**src/rtl/mac_dot_product_if.sv**
```systemverilog
// Handshake/bus interface for mac_dot_product.
// Carries the transaction start/length, the operand stream with its
// valid/ready handshake, the result stream with its valid/ready handshake,
// and the status flags.
//   master : the side that issues transactions and consumes results
//   slave  : the dot-product engine
interface mac_dot_product_if #(
  parameter int ACC_W = 24,
  parameter int LEN_W = 8
);
  logic             start;
  logic [LEN_W-1:0] len;
  logic             in_valid;
  logic             in_ready;
  logic [7:0]       a;
  logic [7:0]       b;
  logic             out_valid;
  logic             out_ready;
  logic [ACC_W-1:0] result;
  logic             overflow;
  logic             busy;

  modport master (
    output start, len, in_valid, a, b, out_ready,
    input  in_ready, out_valid, result, overflow, busy
  );

  modport slave (
    input  start, len, in_valid, a, b, out_ready,
    output in_ready, out_valid, result, overflow, busy
  );
endinterface

```
**src/rtl/mac_dot_product.sv**
```systemverilog
// Sequential unsigned dot-product engine.
// Streams 8-bit operand pairs through an 8x8 combinational array multiplier,
// registers each 16-bit product and accumulates LEN products into an
// ACC_W-bit wrapping accumulator with a sticky carry-out flag.
// Ports:
//   clk   : system clock, rising edge
//   rst_n : synchronous active-low reset
//   bus   : mac_dot_product_if.slave (start/len, a/b in_valid/in_ready,
//           result/overflow out_valid/out_ready, busy)

// 8x8 unsigned combinational array multiplier (shift-and-add of partial products).
module array_mult_8x8 (
  input  logic [7:0]  a,
  input  logic [7:0]  b,
  output logic [15:0] prod
);
  always_comb begin
    prod = '0;
    for (int i = 0; i < 8; i++) begin
      if (b[i]) prod = prod + ({8'd0, a} << i);
    end
  end
endmodule

module mac_dot_product #(
  parameter int ACC_W = 24,
  parameter int LEN_W = 8
) (
  input logic              clk,
  input logic              rst_n,
  mac_dot_product_if.slave bus
);
  localparam logic [1:0] S_IDLE  = 2'd0;
  localparam logic [1:0] S_RUN   = 2'd1;
  localparam logic [1:0] S_DRAIN = 2'd2;
  localparam logic [1:0] S_DONE  = 2'd3;

  logic [1:0]       state;
  logic [LEN_W-1:0] remaining;
  logic             accept;

  logic [7:0]       a_p0;
  logic [7:0]       b_p0;
  logic             vld_p0;
  logic [15:0]      prod_c;
  logic [15:0]      prod_p1;
  logic             vld_p1;
  logic [ACC_W-1:0] acc;
  logic             ovf;
  logic [ACC_W:0]   sum;

  // Accumulate with the carry out of the top bit returned as the MSB.
  function automatic logic [ACC_W:0] add_carry(input logic [ACC_W-1:0] x,
                                                input logic [15:0]      p);
    return {1'b0, x} + {{(ACC_W-15){1'b0}}, p};
  endfunction

  assign accept = (state == S_RUN) && bus.in_valid;
  assign sum    = add_carry(acc, prod_p1);

  array_mult_8x8 u_mult (
    .a    (a_p0),
    .b    (b_p0),
    .prod (prod_c)
  );

  always_ff @(posedge clk) begin
    if (!rst_n) begin
      state     <= S_IDLE;
      remaining <= '0;
      a_p0      <= '0;
      b_p0      <= '0;
      vld_p0    <= 1'b0;
      prod_p1   <= '0;
      vld_p1    <= 1'b0;
      acc       <= '0;
      ovf       <= 1'b0;
    end else begin
      // p0: operand capture on accept
      vld_p0 <= accept;
      if (accept) begin
        a_p0 <= bus.a;
        b_p0 <= bus.b;
      end
      // p1: product register
      vld_p1 <= vld_p0;
      if (vld_p0) prod_p1 <= prod_c;
      // p2: accumulate, carry is sticky for the transaction
      if (vld_p1) begin
        acc <= sum[ACC_W-1:0];
        ovf <= ovf | sum[ACC_W];
      end

      case (state)
        S_IDLE: begin
          if (bus.start) begin
            remaining <= bus.len;
            acc       <= '0;
            ovf       <= 1'b0;
            state     <= (bus.len == '0) ? S_DONE : S_RUN;
          end
        end
        S_RUN: begin
          if (accept) begin
            remaining <= remaining - LEN_W'(1);
            if (remaining == LEN_W'(1)) state <= S_DRAIN;
          end
        end
        S_DRAIN: begin
          // Once the operand stage is empty, the final product is being
          // added on this edge, so acc is complete on entry to DONE.
          if (!vld_p0) state <= S_DONE;
        end
        S_DONE: begin
          if (bus.out_ready) state <= S_IDLE;
        end
        default: state <= S_IDLE;
      endcase
    end
  end

  assign bus.in_ready  = (state == S_RUN);
  assign bus.out_valid = (state == S_DONE);
  assign bus.busy      = (state != S_IDLE);
  assign bus.result    = acc;
  assign bus.overflow  = ovf;
endmodule

```
**src/flat_wrapper.sv**
```systemverilog
// flat-port wrapper written by rule: the top's interface ports become plain ports
module mac_dot_product_flat 
#(
  parameter int ACC_W = 24,
  parameter int LEN_W = 8
)
  (clk, rst_n, bus_start, bus_len, bus_in_valid, bus_a, bus_b, bus_out_ready, bus_in_ready, bus_out_valid, bus_result, bus_overflow, bus_busy);
  mac_dot_product_if #(.ACC_W(ACC_W), .LEN_W(LEN_W)) bus_i ();
  input logic clk;
  input logic rst_n;
  input wire logic [$bits(bus_i.start)-1:0] bus_start;
  input wire logic [$bits(bus_i.len)-1:0] bus_len;
  input wire logic [$bits(bus_i.in_valid)-1:0] bus_in_valid;
  input wire logic [$bits(bus_i.a)-1:0] bus_a;
  input wire logic [$bits(bus_i.b)-1:0] bus_b;
  input wire logic [$bits(bus_i.out_ready)-1:0] bus_out_ready;
  output wire logic [$bits(bus_i.in_ready)-1:0] bus_in_ready;
  output wire logic [$bits(bus_i.out_valid)-1:0] bus_out_valid;
  output wire logic [$bits(bus_i.result)-1:0] bus_result;
  output wire logic [$bits(bus_i.overflow)-1:0] bus_overflow;
  output wire logic [$bits(bus_i.busy)-1:0] bus_busy;
  assign bus_i.start = bus_start;
  assign bus_i.len = bus_len;
  assign bus_i.in_valid = bus_in_valid;
  assign bus_i.a = bus_a;
  assign bus_i.b = bus_b;
  assign bus_i.out_ready = bus_out_ready;
  assign bus_in_ready = bus_i.in_ready;
  assign bus_out_valid = bus_i.out_valid;
  assign bus_result = bus_i.result;
  assign bus_overflow = bus_i.overflow;
  assign bus_busy = bus_i.busy;
  mac_dot_product #(.ACC_W(ACC_W), .LEN_W(LEN_W)) u_core (.clk(clk), .rst_n(rst_n), .bus(bus_i));
endmodule
```
**config.mk**
```make
export PLATFORM = sky130hd
export DESIGN_NAME = mac_dot_product_flat
export DESIGN_NICKNAME = d
export VERILOG_FILES = /design/src/rtl/mac_dot_product_if.sv /design/src/rtl/mac_dot_product.sv /design/src/flat_wrapper.sv
export SDC_FILE = /design/constraint.sdc
export NUM_CORES = 1
export LEC_CHECK = 0
export ABC_AREA = 1
export CAP_MARGIN = 5
export CORE_MARGIN = 3
export CORE_UTILIZATION = 60
export CTS_CLUSTER_SIZE = 12
export DETAILED_ROUTE_END_ITERATION = 12
export GPL_ROUTABILITY_DRIVEN = 0
export PLACE_DENSITY = 0.93
export SYNTH_ARGS = -nofsm -noshare
export SYNTH_HDL_FRONTEND = slang
export SYNTH_SLANG_ARGS = --single-unit
```
**constraint.sdc**
```tcl
create_clock -name clk -period 24 [get_ports clk]
set_input_delay 7.2 -clock clk [delete_from_list [all_inputs] [get_ports clk]]
set_output_delay 7.2 -clock clk [all_outputs]
set_load 0.02 [all_outputs]
```
==> results_dict.tcl <==
set metrics [dict create \
    floorplan_row_count 37 \
    crit_start "rst_n" \
    p_int_mw 0.281 \
    clock_power_share 0.179 \
    max_slew.worst_pin.slew_ns 1.09 \
    critical-path-top-cell-by-count "sky130_fd_sc_hd__inv_1" \
    grt_max_degree 32 \
    wirelength_per_cell_microns 14.2 \
    swShare 0.460 \
    postSynthRegisterBits 69 \
    worstPathCellList "clkdlybuf4s50_1, inv_1, a21oi_1, buf_4, inv_1, nor2_1, o21ai_0, inv_1" \
    comb_power_share 0.508 \
    post_cts_resize_count 0 \
    pwr_density_cell_nw_per_um2 70.8 \
    io_pins 57 \
    cts_tree "done" \
    run_status "completed" \
    setup_repair_after_global_routing_missed_its_margin "false" \
    cts-htree-levels 3 \
    p_sw_mw 0.240 \
    synth_top_area_cell "sky130_fd_sc_hd__dfxtp_1" \
    cts-buffers-inserted 9 \
    critical_path_depth 8 \
    final_design_area_no_fill_sq_um 7360 \
    r2r_slack_ns 15.50 \
    met3_wirelength_mm 1.19 \
    final_max_slew_viol_count 0 \
    critical_path_class "in -> reg" \
    total_count_of_hold_check_failures_in_the_final_report 0 \
    grt_pass1_wl_mm 27.3 \
    design.final.nets 1158 \
    leakage_nw 3.67 \
    antenna_violating_nets_post_route 0 \
    route.detailed.drc 0 \
    clk_pin_slew_worst_paths_ns 0.07 \
    placedInstanceArea_sq_um 7170 \
    post_synth_instance_area_sq_um 6530 \
    rr_startpoint "u_core.a_p0[1]" \
    synth_nets 1113 \
    fp.dieH_microns 110 \
    routedLengthMet1_mm 7.50 \
    max-slew-margin-rel 0.271 \
    setup-violations-final 0 \
    die_x_microns 110 \
    via_per_inst 5.68 \
    power_mw 0.521 \
    grt_pass1_vias 6092 \
    timing.final.ws_setup_ns 14.65 \
    finalHoldWorstSlack_ns 0.480 \
    netlist.area_leader.share 0.211 \
    layout-area-overhead-vs-synth_pct 12.7 \
    dpl.hpwl_mm 12.6 \
    drt_wl_total_mm 16.7 \
    seqPwrFrac 0.313 \
    synth.yosys.seq_area_share 0.211 \
    clock-skew-final_ns 0.00420 \
    drv_cap 0 \
    netlist_top_cells_area "sky130_fd_sc_hd__dfxtp_1 21%, sky130_fd_sc_hd__ha_1 15%, sky130_fd_sc_hd__nand2_1 12%" \
    fin_tns_setup_ns 0 \
    achievable-frequency_ghz 0.107 \
    syn-mean-instance-area_sq_um 6.56 \
    count_of_unique_library_cells_instantiated_by_yosys 44 \
    crit_buf_inv 5 \
    critical_path_arrival_ns 9.65 \
    grt_overflow_total 0 \
    firstDrtPassIters 5 \
    critical_path_cell_with_the_highest_stage_delay "sky130_fd_sc_hd__clkdlybuf4s50_1" \
    hold_fix_buffers_at_cts 0 \
    finalCritPeriodShare 0.390 \
    grt_antenna_before_repair 0 \
    met2WireLength_mm 7.71 \
    cp-end-kind "register" \
    start_kind "primary input" \
    worstSetupEndpoint "u_core.bus.result[12]" \
    synth.yosys.warnings 0 \
    worst_ep_required_time_ns 24.30 \
    critical-path-top-delay-family "buffers and inverters" \
    reg2reg_depth 49 \
    initial_utilization 0.624 \
    place.port_buffers 56 \
    critical_path.reg2reg.endpoint "u_core.prod_p1[14]" \
    fp.dieArea_sq_um 12200 \
    cts_num_sinks 69 \
    min-delay-path-class "reg -> reg" \
    dp_worst_setup_slack_ns 14.42 \
    route.top_layer_used "met4" \
    minimum_clock_period_after_layout_ns 9.35 \
    post-cts-setup-buffer-count 0 \
    layout-drive-gt1-share 0.0602 \
    vdd_drop_max_v 0.0000358 \
    timing.critical_path.slowest_cell_delay_ns 0.89 \
    placeableCoreArea_sq_um 10500 \
    path_max_fanout 24 \
    initialDrtViolationCount 664 \
    cts.path.max_buffers 2 \
    root_buffer "sky130_fd_sc_hd__clkbuf_8" \
    n_antenna_cell 0 \
    insertion_delay_ns 0.35 \
    vias 6719 \
    global_route.usage.total 0.278 \
    synthesis.instances 996 \
]
==> cells by family (layout without fill, tap and decap cells) <==
family / Yosys count / after routing / synth area share
xor gates and xnor gates: 29 / 29 / 0.0389
buffers and inverters: 159 / 209 / 0.0944
adders and majority gates: 88 / 88 / 0.178
DFF: 69 / 69 / 0.211
and+or+nand+nor: 440 / 440 / 0.291
AOI/OAI and AO/OA: 211 / 211 / 0.186
==> stage by stage <==
stage / utilization / cells
floorplan: - / 996
finish: 0.704 / 1182
CTS: 0.704 / 1182
detailed placement: 0.685 / 1166
global placement: 0.685 / 1166
global route: 0.704 / 1182
==> cell usage in the layout (no fill, tap or decap), drive strengths merged <==
master / n
nor2: 99
a211oi: 4
o31ai: 1
or4: 1
o21bai: 6
a21o: 3
xnor2: 8
a21boi: 3
clkbuf: 13
ha: 80
clkinvlp: 1
o211ai: 9
nand3: 81
clkdlybuf4s50: 56
nand2: 220
nor3: 9
a221oi: 2
nand4: 5
a31oi: 4
o21ai: 81
a21oi: 92
dfxtp: 69
inv: 133
nand3b: 1
nor4: 3
a311oi: 1
or2: 12
buf: 2
a22o: 3
xor2: 21
and2: 9
o311ai: 2
clkinv: 4
fa: 8
==> cells in the mapped netlist (all sizes together) <==
cell type  instances
clkbuf            14
nor2              99
a22o               3
o21bai             6
nand2            220
xor2              21
a21o               3
inv              133
nor3               9
nand3             81
or2               12
or4                1
o211ai             9
a311oi             1
a21boi             3
clkinv             2
a31oi              4
a211oi             4
and2               9
o21ai             81
a21oi             92
nand4              5
nor4               3
a221oi             2
o31ai              1
fa                 8
xnor2              8
o311ai             2
dfxtp             69
nand3b             1
buf               10
ha                80
==> power by group through the flow <==
stage,Combinational [mW],Sequential [mW],Clock [mW]
after floorplan,0.209,0.151,0
after CTS,0.263,0.162,0.0917
after global placement,0.251,0.163,0
after global routing,0.304,0.166,0.0969
after detailed placement,0.260,0.164,0
final,0.265,0.163,0.0932
==> worst register-to-register path, delay by kind of cell (launching register included) <==
kind / cells / cell delay, ns
compound gates: 12 / 1.64
xor+xnor: 1 / 0.15
fa+ha+maj: 10 / 3.14
buf+inv: 3 / 0.23
flops: 1 / 0.73
simple gates: 23 / 2.49
==> flip-flops by register name, summed over array words and instances (netlist names) <==
signal / cells
u_core.a_p0: 8
u_core.state: 2
u_core.vld_p1: 1
u_core.bus.result: 24
u_core.vld_p0: 1
u_core.prod_p1: 16
u_core.b_p0: 8
u_core.remaining: 8
u_core.bus.overflow: 1
==> routing by layer <==
metal | track usage | vias up
li1 | - | 3387
met1 | 0.371 | 3037
met2 | 0.468 | 255
met3 | 0.0408 | 40
met4 | 0.0783 | 0
met5 | 0 | -
==> worst min-delay path by stage <==
stage	from	to	slack (ns)	depth (start not counted)
after floorplan	u_core.prod_p1[14]	u_core.prod_p1[14]	0.45	2
final	u_core.prod_p1[14]	u_core.prod_p1[14]	0.48	2
after detailed placement	u_core.prod_p1[14]	u_core.prod_p1[14]	0.46	2
after CTS	u_core.prod_p1[14]	u_core.prod_p1[14]	0.47	2
after global routing	u_core.prod_p1[14]	u_core.prod_p1[14]	0.49	2
after global placement	u_core.prod_p1[14]	u_core.prod_p1[14]	0.46	2
==> cell type report <==
type | count | area (sq um)
clock buffers | 13 | 179
well taps | 136 | 170
clock inverters | 3 | 17.5
inverters | 135 | 507
multi-input cells | 768 | 4530
repair buffers | 58 | 576
flip-flops and latches | 69 | 1380
fillers | 826 | 3100
Note: power is estimated with default switching activity, not from simulation.
